`config.mk`:
```
export PLATFORM = sky130hd
export DESIGN_NAME = fetch_unit_flat
export DESIGN_NICKNAME = d
export VERILOG_FILES = /design/src/rtl/fetch_unit_pkg.sv /design/src/rtl/fetch_unit_if.sv /design/src/rtl/fetch_unit_branch_cond.sv /design/src/rtl/fetch_unit.sv /design/src/flat_wrapper.sv
export SDC_FILE = /design/constraint.sdc
export NUM_CORES = 1
export LEC_CHECK = 0
export CELL_PAD_IN_SITES_DETAIL_PLACEMENT = 0
export CELL_PAD_IN_SITES_GLOBAL_PLACEMENT = 1
export CORE_MARGIN = 2
export CORE_UTILIZATION = 29
export CTS_BUF_LIST = sky130_fd_sc_hd__clkbuf_2
export DETAILED_ROUTE_END_ITERATION = 8
export PLACE_DENSITY_LB_ADDON = 0.1
export SLEW_MARGIN = 10
export SYNTH_ARGS = -nofsm -noshare
export SYNTH_HDL_FRONTEND = slang
export SYNTH_SLANG_ARGS = --single-unit
```
`constraint.sdc`:
```
create_clock -name clk -period 3.3 [get_ports clk]
set_input_delay 0.66 -clock clk [delete_from_list [all_inputs] [get_ports clk]]
set_output_delay 0.66 -clock clk [all_outputs]
set_load 0.05 [all_outputs]
```
`src/rtl/fetch_unit_pkg.sv`:
```
// rtl/fetch_unit_pkg.sv - shared encodings and widths for the fetch unit
package fetch_unit_pkg;

  localparam int ADDR_W  = 9;
  localparam int INSTR_W = 16;

  typedef logic [ADDR_W-1:0]  addr_t;
  typedef logic [INSTR_W-1:0] instr_t;

  localparam logic [2:0] OPC_B    = 3'b001;
  localparam logic [2:0] OPC_BL   = 3'b010;
  localparam logic [2:0] OPC_LDR  = 3'b011;
  localparam logic [2:0] OPC_STR  = 3'b100;
  localparam logic [2:0] OPC_ALU  = 3'b101;
  localparam logic [2:0] OPC_MOV  = 3'b110;
  localparam logic [2:0] OPC_HALT = 3'b111;

  localparam logic [1:0] OP_BL = 2'b11;

  localparam logic [2:0] COND_AL = 3'b000;
  localparam logic [2:0] COND_EQ = 3'b001;
  localparam logic [2:0] COND_NE = 3'b010;
  localparam logic [2:0] COND_LT = 3'b011;
  localparam logic [2:0] COND_LE = 3'b100;

  localparam logic [1:0] PC_SEL_INC = 2'b00;
  localparam logic [1:0] PC_SEL_BR  = 2'b01;
  localparam logic [1:0] PC_SEL_REG = 2'b10;
  localparam logic [1:0] PC_SEL_RSV = 2'b11;

  localparam logic [2:0] REG_SEL_RN = 3'b100;
  localparam logic [2:0] REG_SEL_RD = 3'b010;
  localparam logic [2:0] REG_SEL_RM = 3'b001;

  function automatic instr_t sext5(input logic [4:0] v);
    return {{(INSTR_W-5){v[4]}}, v};
  endfunction

  function automatic instr_t sext8(input logic [7:0] v);
    return {{(INSTR_W-8){v[7]}}, v};
  endfunction

endpackage

```
`src/rtl/fetch_unit_if.sv`:
```
// rtl/fetch_unit_if.sv - control, memory and decode bundle between the control FSM and the fetch unit
interface fetch_unit_if;
  import fetch_unit_pkg::*;

  logic        pc_reset;
  logic        pc_load;
  logic        ir_load;
  logic [1:0]  pc_sel;
  logic        addr_sel;
  logic        loadm;
  logic [2:0]  reg_sel;
  instr_t      mem_rdata;
  instr_t      datapath_out;
  logic [2:0]  status;

  addr_t       mem_addr;
  logic [2:0]  opcode;
  logic [1:0]  op;
  logic [2:0]  reg_num;
  logic [1:0]  shift;
  instr_t      sximm5;
  instr_t      sximm8;
  addr_t       pc_link;
  logic [15:0] instr_count;

  modport master (
    output pc_reset, pc_load, ir_load, pc_sel, addr_sel, loadm, reg_sel,
           mem_rdata, datapath_out, status,
    input  mem_addr, opcode, op, reg_num, shift, sximm5, sximm8, pc_link, instr_count
  );

  modport slave (
    input  pc_reset, pc_load, ir_load, pc_sel, addr_sel, loadm, reg_sel,
           mem_rdata, datapath_out, status,
    output mem_addr, opcode, op, reg_num, shift, sximm5, sximm8, pc_link, instr_count
  );

endinterface

```
`src/rtl/fetch_unit_branch_cond.sv`:
```
// rtl/fetch_unit_branch_cond.sv - branch condition evaluation on the datapath {N,V,Z} flags
module branch_cond
  import fetch_unit_pkg::*;
(
  input  logic [2:0] cond,
  input  logic [2:0] status,
  input  logic       force_taken,
  output logic       taken
);

  logic n, v, z;

  assign n = status[2];
  assign v = status[1];
  assign z = status[0];

  always_comb begin
    taken = 1'b0;
    if (force_taken) begin
      taken = 1'b1;
    end else begin
      case (cond)
        COND_AL: taken = 1'b1;
        COND_EQ: taken = z;
        COND_NE: taken = ~z;
        COND_LT: taken = n ^ v;
        COND_LE: taken = (n ^ v) | z;
        default: taken = 1'b0;
      endcase
    end
  end

endmodule

```
`src/rtl/fetch_unit.sv`:
```
// rtl/fetch_unit.sv - PC, IR and data address registers with instruction decode
module fetch_unit
  import fetch_unit_pkg::*;
(
  input  logic       clk,
  input  logic       reset,
  fetch_unit_if.slave bus
);

  addr_t       pc_q;
  addr_t       dar_q;
  instr_t      ir_q;
  logic [15:0] count_q;
  logic        taken;
  logic        is_bl;
  instr_t      sximm8_w;
  logic        unused_bits;

  assign unused_bits = ^bus.datapath_out[INSTR_W-1:ADDR_W];

  assign sximm8_w = sext8(ir_q[7:0]);
  assign is_bl    = (ir_q[15:13] == OPC_BL) && (ir_q[12:11] == OP_BL);

  branch_cond u_branch_cond (
    .cond        (ir_q[10:8]),
    .status      (bus.status),
    .force_taken (is_bl),
    .taken       (taken)
  );

  // A not-taken conditional branch holds the PC rather than falling through to pc_load.
  always_ff @(posedge clk or negedge reset) begin
    if (!reset) begin
      pc_q <= '0;
    end else if (bus.pc_reset) begin
      pc_q <= '0;
    end else if (bus.pc_sel == PC_SEL_REG) begin
      pc_q <= bus.datapath_out[ADDR_W-1:0];
    end else if (bus.pc_sel == PC_SEL_BR) begin
      if (taken) begin
        pc_q <= pc_q + sximm8_w[ADDR_W-1:0];
      end
    end else if (bus.pc_load) begin
      pc_q <= pc_q + addr_t'(1);
    end
  end

  always_ff @(posedge clk or negedge reset) begin
    if (!reset) begin
      ir_q    <= '0;
      count_q <= '0;
    end else if (bus.ir_load) begin
      ir_q <= bus.mem_rdata;
      if (count_q != 16'hFFFF) begin
        count_q <= count_q + 16'd1;
      end
    end
  end

  always_ff @(posedge clk or negedge reset) begin
    if (!reset) begin
      dar_q <= '0;
    end else if (bus.loadm) begin
      dar_q <= bus.datapath_out[ADDR_W-1:0];
    end
  end

  always_comb begin
    bus.reg_num = 3'b000;
    case (bus.reg_sel)
      REG_SEL_RN: bus.reg_num = ir_q[10:8];
      REG_SEL_RD: bus.reg_num = ir_q[7:5];
      REG_SEL_RM: bus.reg_num = ir_q[2:0];
      default:    bus.reg_num = 3'b000;
    endcase
  end

  assign bus.mem_addr    = bus.addr_sel ? pc_q : dar_q;
  assign bus.opcode      = ir_q[15:13];
  assign bus.op          = ir_q[12:11];
  assign bus.shift       = ir_q[4:3];
  assign bus.sximm5      = sext5(ir_q[4:0]);
  assign bus.sximm8      = sximm8_w;
  assign bus.pc_link     = pc_q;
  assign bus.instr_count = count_q;

endmodule

```
`src/flat_wrapper.sv`:
```
// flat-port wrapper written by rule: the top's interface ports become plain ports
module fetch_unit_flat import fetch_unit_pkg::*;
  (clk, reset, bus_pc_reset, bus_pc_load, bus_ir_load, bus_pc_sel, bus_addr_sel, bus_loadm, bus_reg_sel, bus_mem_rdata, bus_datapath_out, bus_status, bus_mem_addr, bus_opcode, bus_op, bus_reg_num, bus_shift, bus_sximm5, bus_sximm8, bus_pc_link, bus_instr_count);
  fetch_unit_if bus_i ();
  input  logic clk;
  input  logic reset;
  input wire logic [$bits(bus_i.pc_reset)-1:0] bus_pc_reset;
  input wire logic [$bits(bus_i.pc_load)-1:0] bus_pc_load;
  input wire logic [$bits(bus_i.ir_load)-1:0] bus_ir_load;
  input wire logic [$bits(bus_i.pc_sel)-1:0] bus_pc_sel;
  input wire logic [$bits(bus_i.addr_sel)-1:0] bus_addr_sel;
  input wire logic [$bits(bus_i.loadm)-1:0] bus_loadm;
  input wire logic [$bits(bus_i.reg_sel)-1:0] bus_reg_sel;
  input wire logic [$bits(bus_i.mem_rdata)-1:0] bus_mem_rdata;
  input wire logic [$bits(bus_i.datapath_out)-1:0] bus_datapath_out;
  input wire logic [$bits(bus_i.status)-1:0] bus_status;
  output wire logic [$bits(bus_i.mem_addr)-1:0] bus_mem_addr;
  output wire logic [$bits(bus_i.opcode)-1:0] bus_opcode;
  output wire logic [$bits(bus_i.op)-1:0] bus_op;
  output wire logic [$bits(bus_i.reg_num)-1:0] bus_reg_num;
  output wire logic [$bits(bus_i.shift)-1:0] bus_shift;
  output wire logic [$bits(bus_i.sximm5)-1:0] bus_sximm5;
  output wire logic [$bits(bus_i.sximm8)-1:0] bus_sximm8;
  output wire logic [$bits(bus_i.pc_link)-1:0] bus_pc_link;
  output wire logic [$bits(bus_i.instr_count)-1:0] bus_instr_count;
  assign bus_i.pc_reset = bus_pc_reset;
  assign bus_i.pc_load = bus_pc_load;
  assign bus_i.ir_load = bus_ir_load;
  assign bus_i.pc_sel = bus_pc_sel;
  assign bus_i.addr_sel = bus_addr_sel;
  assign bus_i.loadm = bus_loadm;
  assign bus_i.reg_sel = bus_reg_sel;
  assign bus_i.mem_rdata = bus_mem_rdata;
  assign bus_i.datapath_out = bus_datapath_out;
  assign bus_i.status = bus_status;
  assign bus_mem_addr = bus_i.mem_addr;
  assign bus_opcode = bus_i.opcode;
  assign bus_op = bus_i.op;
  assign bus_reg_num = bus_i.reg_num;
  assign bus_shift = bus_i.shift;
  assign bus_sximm5 = bus_i.sximm5;
  assign bus_sximm8 = bus_i.sximm8;
  assign bus_pc_link = bus_i.pc_link;
  assign bus_instr_count = bus_i.instr_count;
  fetch_unit u_core (.clk(clk), .reset(reset), .bus(bus_i));
endmodule
```
# == After elaboration in Yosys (flattened, before gate mapping) ==
# Index checks and enable logic that the tools add are counted.
# word_totals
rom_bits,0
register_bits,50
out_inout_bits,76
in_bits,47
memories,0
latchBits,0
word_cells,37
ram_bits,0
# classes
magnitude_cmp,0
reduce_logical,5
n_div,0
addsub,3
n_bitwise,3
multipliers,0
eq_ne,13
n_mux,9
shift,0
# ops
operator,n
2-to-1 mux 9 bit,6
"adder 16 x 1 -> 16 bit, second input constant",1
"inequality test 16 bit, second input constant",1
"equality test 3 x 2 -> 1 bit, second input constant",4
"adder 9 x 1 -> 9 bit, second input constant",1
adder 9 bit,1
one-hot mux 3 bit (3 select lines),1
"equality test 3 x 1 -> 1 bit, second input constant",2
"equality test 3 bit, second input constant",2
one-hot mux 1 bit (5 select lines),1
"equality test 2 bit, second input constant",2
"inequality test 4 x 2 -> 1 bit, second input constant",1
AND reduction 2 bit,2
nonzero test 4 bit,1
zero test 3 bit,1
"equality test 2 x 1 -> 1 bit, second input constant",1
logical AND 1 bit,1
2-to-1 mux 1 bit,1
NOT 1 bit,1
bitwise OR 1 bit,1
XOR 1 bit,1

# == Logic depth before layout (Yosys ltp) ==
# Gate-level depths: netlist of run 1.
# logic_depth
word_depth,8
depth_mapped,11
ltp_nobuf,11

# == Modules after synthesis ==
# From an unflattened synthesis of run 1, not the netlist that was laid out.
# hier_totals
hier_cells,304
hier_area_um2,3119.2
# by_module_without_submodules
module,seq_area_each_um2,instances,area_each_um2,cells_each
fetch_unit,1251.2,1,3064.2,296
branch_cond,0.0,1,55.1,8

# == Worst setup path before layout of run 1 ==
# OpenSTA, ideal clock, no wires.
# synth_path
kind,input -> output
start,input port bus_reg_sel[2]
end,output port bus_reg_num[0]
stages,3
t_arrival_ns,2.037
setup_slack_ns,0.603
n_path_buf,0
required_time_ns,2.640
path_cell_list,nor2b_1 > a22oi_1 > o21ai_0
# synth_via
elab_chain_len,2
elab_cells_between_ends,4
classes_between,eq/ne: 3; mux: 1
# synth_lines
item,line,rtl
"start, declared",flat_wrapper.sv:13,input wire logic [$bits(bus_i.reg_sel)-1:0] bus_reg_sel;
equality test 3 x 1 -> 1 bit (tied with other cells),fetch_unit.sv:70,case (bus.reg_sel)
one-hot mux 3 bit (3 select lines) *,fetch_unit.sv:70,
"end, declared",flat_wrapper.sv:20,output wire logic [$bits(bus_i.reg_num)-1:0] bus_reg_num;
# Every way passes the cells marked *; elsewhere a longest branch is shown, timed or not.

# == Final worst setup path of run 1 ==
# layout_path
start,input port bus_pc_sel[1]
end,register u_core.pc_q[8] (netlist: u_core.bus.pc_link[8])
# layout_via
elab_chain_len,4
elab_cells_between_ends,8
classes_between,eq/ne: 3; mux: 3; reduce/logical: 2
# layout_lines
item,line,rtl
"start, declared",flat_wrapper.sv:10,input wire logic [$bits(bus_i.pc_sel)-1:0] bus_pc_sel;
equality test 2 x 1 -> 1 bit,fetch_unit.sv:39,end else if (bus.pc_sel == PC_SEL_BR) begin
2-to-1 mux 9 bit,fetch_unit.sv:39,
2-to-1 mux 9 bit,fetch_unit.sv:37,end else if (bus.pc_sel == PC_SEL_REG) begin
2-to-1 mux 9 bit,fetch_unit.sv:35,end else if (bus.pc_reset) begin
"end signal, assigned",fetch_unit.sv:38,pc_q <= bus.datapath_out[ADDR_W-1:0];
"end signal, assigned",fetch_unit.sv:41,pc_q <= pc_q + sximm8_w[ADDR_W-1:0];
"end signal, assigned",fetch_unit.sv:44,pc_q <= pc_q + addr_t'(1);
"end, declared",fetch_unit.sv:10,addr_t pc_q;
# Parallel ways exist; a longest one is shown, timed or not.
# A chain may end at the register's enable or synchronous reset.

==> metrics.cfg, run 1 <==
[cts]
clkTransAtPathRegs_ns = 0.28
cts_resized = 0
root_buffer = clkbuf_2
insertion_delay_ns = 0.43
cts_made_buffers = 5
cts_tree = done
cts.sinks = 50
htree_levels = 2
hold_buffers = 0
clockBufferDepth = 2
post_cts_buffers = 0

[layout]
multiInputGateArea_um2 = 1470
drive_gt1_frac = 0.163
utilization = 0.404
fill_cells = 1057
fin_cells = 517
diodes = 0
layout.nets = 439
fin_area_um2 = 4190
synthToLayoutAreaGrowth_pct = 35.1
seqCellArea_um2 = 1250

[setup_path]
required_ns = 3.65
cp_slowest_cell = clkdlybuf4s50_1
worstSetupPathType = in -> reg
rr_startpoint = u_core.ir_q[0]
cp_top_family = compound AO/OA/AOI/OAI gates
worstPathCellList = clkdlybuf4s50_1 -> inv_1 -> ha_1 -> buf_4 -> and2_1 -> ha_1 -> nor2b_1 -> o31ai_1 -> a31oi_1 -> xor2_1 -> o211ai_1
slowest_delay_ns = 0.48
r2r_setup_slack_ns = 0.96
reg2regPathDepth = 9
crit_path_max_fanout = 7
crit_start = bus_pc_sel[1]
critPathBufInv = 3
cp-end-kind = flop
start_kind = primary input
r2r-end = u_core.bus.pc_link[4]
critPathArrivalTime_ns = 3.11
cpMostUsedCell = ha_1

[power_and_ir_drop]
ir_drop_uv = 564
finalPower_mw = 2.23
leakage_nw = 1.74
powerDensity_nw_per_um2 = 531

[floorplanning]
num_io_pins = 123
initial_utilization = 0.299
fp-row-count = 37
die-height_um = 107
dieArea_um2 = 11500
core_um2 = 10400
die_x_um = 107

[job]
maxCapViolCount = 0

[timing]
timing.setup.tns_ns = 0
fin_crit_sh = 0.837
setup_violations = 0
fin_crit_ns = 2.76
slew_viol_final = 0
worst_clock_skew_ns = 0.0294
max_slew_margin = 0.343
final_hold_viol_count = 0
max_freq_mhz = 362
rsz0062_at_grt = no
tightest_slew_ns = 0.986

[placed_design]
dp.cells = 509
dp_hpwl_um = 5960
port-buffer-count = 115
gp_congestion = 0.772
placed_area_um2 = 4120

[yosys]
ys.flop_type = dfrtp_1
syn_nets = 360
synth_enable_flop_cells = 0
synth_area_per_cell_um2 = 10.3
syn-cell-area_um2 = 3100
yosysSeqAreaShare = 0.404
synth-seq-cells = 50
async_flop_share = 1.00
ys_types = 45
synth_cells = 301
ys_warn_count = 0

[min_path]
worstHoldPathType = in -> async

[global_routing]
antenna_found_initial = 0
grt_pass1_wl_um = 12500
grt_overflow = 0
grt_pass1_vias = 2415
grt_use_total = 0.137
grt_max_degree = 42

[routing]
vias_per_cell = 4.64
ant_nets = 0
wl_per_cell_um = 15.1
drt_iter0_markers = 54
via_count = 2401
drt_wl_total_um = 7810
drtPass1Iterations = 4
drcViolationCount = 0

[run_status]
status = completed

-- logic make-up (layout without fill, tap and decap cells) --
| kind of cell | Yosys count | count (layout) | synth area share |
|---|---|---|---|
| DFF | 50 | 50 | 0.404 |
| xor gates and xnor gates | 17 | 17 | 0.0480 |
| adders and majority gates | 12 | 12 | 0.0509 |
| and+or+nand+nor | 83 | 83 | 0.143 |
| muxes | 35 | 35 | 0.127 |
| AOI/OAI and AO/OA | 46 | 46 | 0.105 |
| buffers and inverters | 58 | 138 | 0.123 |
-- worst max path at each step --
stage	depth (start not counted)	slack (ns)	to
floorplan	3	0.60	bus_reg_num[0]
global placement	11	0.12	u_core.bus.pc_link[8]
detailed placement	11	0.07	u_core.bus.pc_link[8]
CTS	5	0.54	bus_reg_num[2]
global route	5	0.37	bus_reg_num[2]
finish	11	0.54	u_core.bus.pc_link[8]
-- cells in the mapped netlist, types with 2 or more instances --
library cell,instances,area share
a22oi_1,3,0.0073
o21ai_0,8,0.013
a22o_1,2,0.0057
buf_6,2,0.0073
a311oi_2,2,0.0097
and2_1,6,0.012
clkbuf_1,4,0.0048
buf_2,2,0.0032
dfrtp_1,50,0.40
nand3_1,11,0.018
xor2_1,5,0.014
ha_1,11,0.044
nor3_1,3,0.0048
nand2b_1,4,0.0081
inv_1,9,0.011
and4_1,4,0.011
xnor2_1,12,0.034
a31oi_1,6,0.012
a21oi_1,8,0.013
nor2b_1,6,0.012
nor2_1,14,0.017
buf_1,2,0.0024
nand4_1,7,0.014
o21a_1,2,0.0048
buf_4,39,0.094
and3_1,3,0.0061
o31ai_1,4,0.0097
a41oi_1,2,0.0057
nor3b_1,4,0.0097
mux2_2,34,0.12
nand2_1,18,0.022
-- registers in the layout, summed over array words and instances, names as in the netlist --
signal / cells
u_core.dar_q: 9
u_core.ir_q: 16
u_core.bus.instr_count: 16
u_core.bus.pc_link: 9
-- layer usage --
layer | wire length [um] | global-route usage | vias to the layer above | part of all wire
li1 | - | - | 1188 | -
met1 | 3460 | 0.177 | 1150 | 0.44
met2 | 3850 | 0.224 | 59 | 0.49
met3 | 466 | 0.0412 | 4 | 0.060
met4 | 40 | 0.0302 | 0 | 0.0051
met5 | 0 | 0 | - | 0
-- metrics by stage --
stage               hold slack (ns)  worst slack, ns
finish                        0.342            0.539
global route                  0.346            0.370
CTS                           0.348            0.540
detailed placement            0.488           0.0662
global placement              0.478            0.118
floorplan                     0.364            0.603
-- area by class of cell --
type	count	area share
Multi-Input combinational cell	193	0.350
Tap cell	136	0.0406
Clock buffer	5	0.00598
Inverter	9	0.00807
Timing Repair Buffer	121	0.286
Sequential cell	50	0.299
Clock inverter	3	0.0102
-- report_power, final --
| group | switching, mW | internal (mW) | leakage, nW |
|---|---|---|---|
| Sequential | 0.115 | 0.702 | 0.620 |
| Clock | 0.205 | 0.129 | 0.0410 |
| Combinational | 0.674 | 0.400 | 1.08 |
| Total | 0.995 | 1.23 | 1.74 |
-- placed cells by master (no fill, tap or decap), types with 2 or more instances in the layout --
| master | n |
|---|---|
| a21oi_1 | 8 |
| a22o_1 | 2 |
| a22oi_1 | 3 |
| a311oi_2 | 2 |
| a31oi_1 | 6 |
| a41oi_1 | 2 |
| and2_1 | 6 |
| and3_1 | 3 |
| and4_1 | 4 |
| buf_12 | 3 |
| buf_4 | 15 |
| clkbuf_2 | 5 |
| clkdlybuf4s50_1 | 102 |
| dfrtp_1 | 50 |
| ha_1 | 11 |
| inv_1 | 9 |
| mux2_2 | 34 |
| nand2_1 | 18 |
| nand2b_1 | 4 |
| nand3_1 | 11 |
| nand4_1 | 7 |
| nor2_1 | 14 |
| nor2b_1 | 6 |
| nor3_1 | 3 |
| nor3b_1 | 4 |
| o21a_1 | 2 |
| o21ai_0 | 8 |
| o31ai_1 | 4 |
| xnor2_1 | 12 |
| xor2_1 | 5 |
No activity file was read; power rests on OpenSTA's default activity.
==> inputs of run 2 (changes only) <==
Clock period 3.3 ns to 2.75 ns, I/O delays scaled along.
==> run 2 against run 1 <==
Effect of this change:
- total power grew 18%
- design area grew 2.1%
- first-iteration DRC count grew 24%
- cell count grew 2.9%
- worst setup slack lost 0.40 ns
- clock-buffer cell count grew 1
- sequential power grew 20%
- register-to-register slack lost 0.46 ns
- via count grew 2.2%
- clock skew shrank 0.018 ns
- routed wire length grew 2.4%
- core utilization grew 0.86 points
- highest routed layer unchanged
==> metrics.cfg, run 2 (synthesis results as in run 1) <==
[timing]
setup_violations = 0  ; unchanged
timing.setup.tns_ns = 0  ; unchanged
holdWs_ns = 0.158  ; was 0.342 ns
fin_crit_ns = 2.61
max_freq_mhz = 383
worst_clock_skew_ns = 0.0119  ; was 0.0294 ns
setup_slack_ns = 0.142  ; was 0.539 ns
fin_crit_sh = 0.948
slew_viol_final = 0  ; unchanged
tightest_slew_ns = 0.658  ; was 0.986 ns
max_slew_margin = 0.561  ; was 0.343
rsz0062_at_grt = yes  ; was no
final_hold_viol_count = 0  ; unchanged

[setup_path]
critPathArrivalTime_ns = 2.99  ; was 3.11 ns
cpMostUsedCell = ha_1  ; unchanged
critPathBufInv = 3  ; unchanged
crit_path_max_fanout = 7  ; unchanged
cp-end-kind = flop  ; unchanged
worstPathCellList = clkdlybuf4s50_1 -> inv_1 -> ha_1 -> buf_4 -> and2_1 -> ha_1 -> nor2b_1 -> o31ai_1 -> a31oi_1 -> xor2_1 -> o211ai_1  ; unchanged
start_kind = primary input  ; unchanged
worstSetupPathType = in -> reg  ; unchanged
cp_slowest_cell = clkdlybuf4s50_1  ; unchanged
slowest_delay_ns = 0.48  ; about the same
cp_top_family = compound AO/OA/AOI/OAI gates  ; unchanged
required_ns = 3.13  ; was 3.65 ns

[cts]
cts_tree = done  ; unchanged
cts_resized = 0  ; unchanged
cts.sinks = 50  ; unchanged
cts_made_buffers = 5  ; unchanged
root_buffer = clkbuf_2  ; unchanged
post_cts_buffers = 0  ; unchanged
htree_levels = 2  ; unchanged
insertion_delay_ns = 0.44  ; was 0.43 ns
hold_buffers = 0  ; unchanged
clockBufferDepth = 2  ; unchanged
clkTransAtPathRegs_ns = 0.27  ; was 0.28 ns

[layout]
fill_cells = 1041  ; was 1057
synthToLayoutAreaGrowth_pct = 38.0  ; was 35.1%
multiInputGateArea_um2 = 1470  ; about the same
diodes = 0  ; unchanged
utilization = 0.412  ; was 0.404
final_common_cell = clkdlybuf4s50_1  ; unchanged
mostFrequentLayoutCells = 102 x clkdlybuf4s50_1, 50 x dfrtp_1, 34 x mux2_2  ; unchanged
seqCellArea_um2 = 1250  ; unchanged
layout.nets = 454  ; was 439
drive_gt1_frac = 0.194  ; was 0.163

[routing]
via_count = 2454  ; was 2401
drtPass1Iterations = 4  ; unchanged
wl_per_cell_um = 15.0  ; was 15.1 um
drt_wl_total_um = 8000  ; was 7810 um
vias_per_cell = 4.61  ; was 4.64
drt_iter0_markers = 67  ; was 54
ant_nets = 0  ; unchanged
drcViolationCount = 0  ; unchanged

[global_routing]
grt_overflow = 0  ; unchanged
grt_pass1_vias = 2454  ; was 2415
grt_max_degree = 51  ; was 42
grt_pass1_wl_um = 12500  ; about the same
grt_use_total = 0.138  ; was 0.137
antenna_found_initial = 0  ; unchanged

[power_and_ir_drop]
p_comb_frac = 0.504  ; was 0.483
p_sw_mw = 1.21  ; was 0.995 mW
p_seq_frac = 0.374  ; was 0.367
switching_share = 0.460  ; was 0.447
clkPwrFrac = 0.122  ; was 0.150
leakage_nw = 1.80  ; was 1.74 nW
powerDensity_nw_per_um2 = 613  ; was 531 nW/um2
internal_power_mw = 1.41  ; was 1.23 mW
ir_drop_uv = 470  ; was 564 uV

[run_status]
status = completed  ; unchanged

[floorplanning]
die-height_um = 107  ; unchanged
fp-row-count = 37  ; unchanged
dieArea_um2 = 11500  ; unchanged
initial_utilization = 0.299  ; unchanged
core_um2 = 10400  ; unchanged
num_io_pins = 123  ; unchanged
die_x_um = 107  ; unchanged

[placed_design]
port-buffer-count = 115  ; unchanged
dp_hpwl_um = 6140  ; was 5960 um
gp_congestion = 0.771  ; was 0.772
place_ws_ns = -0.339  ; was 0.0662 ns

[job]
maxCapViolCount = 0  ; unchanged

[min_path]
worstHoldPathType = in -> async  ; unchanged

run 2: worst paths after layout:
kind                                            from                        end  slack, ns  cells after the start
hold / removal                                 reset            u_core.dar_q[5]       0.16                      2
setup / recovery                       bus_pc_sel[1]      u_core.bus.pc_link[8]       0.14                     11
hold reg to reg            u_core.bus.instr_count[6]  u_core.bus.instr_count[6]       0.51                      1
setup reg to reg                      u_core.ir_q[0]      u_core.bus.pc_link[4]       0.50                      9
min in group clk           u_core.bus.instr_count[6]  u_core.bus.instr_count[6]       0.51                      1
max in group asynchronous                      reset      u_core.bus.pc_link[4]       2.14                      2
run 2: cell type report:
cell class / instances / share of cell area
Sequential cell: 50 / 0.293
Clock inverter: 2 / 0.00293
Clock buffer: 6 / 0.00702
Tap cell: 136 / 0.0398
Multi-Input combinational cell: 193 / 0.343
Timing Repair Buffer: 136 / 0.307
Inverter: 9 / 0.00790
run 2: metrics by stage:
stage,instances,cell area [um2],power [mW]
floorplan,301,3100,1.91
global placement,524,4230,2.32
detailed placement,524,4230,2.33
CTS,532,4280,2.67
global route,532,4280,2.77
finish,532,4280,2.62
run 2: per-layer routing:
metal / global-route usage / vias up / wire, um
li1: - / 1221 / -
met1: 0.174 / 1171 / 3580
met2: 0.229 / 57 / 3850
met3: 0.0442 / 5 / 507
met4: 0.0357 / 0 / 64
met5: 0 / - / 0
run 2: power by group through the flow:
stage	logic (mW)	clock network (mW)	registers, mW
CTS	1.33	0.350	0.982
finish	1.32	0.320	0.980
floorplan	0.714	0	1.19
global placement	1.33	0	0.992
detailed placement	1.33	0	0.994
global route	1.40	0.367	1.01
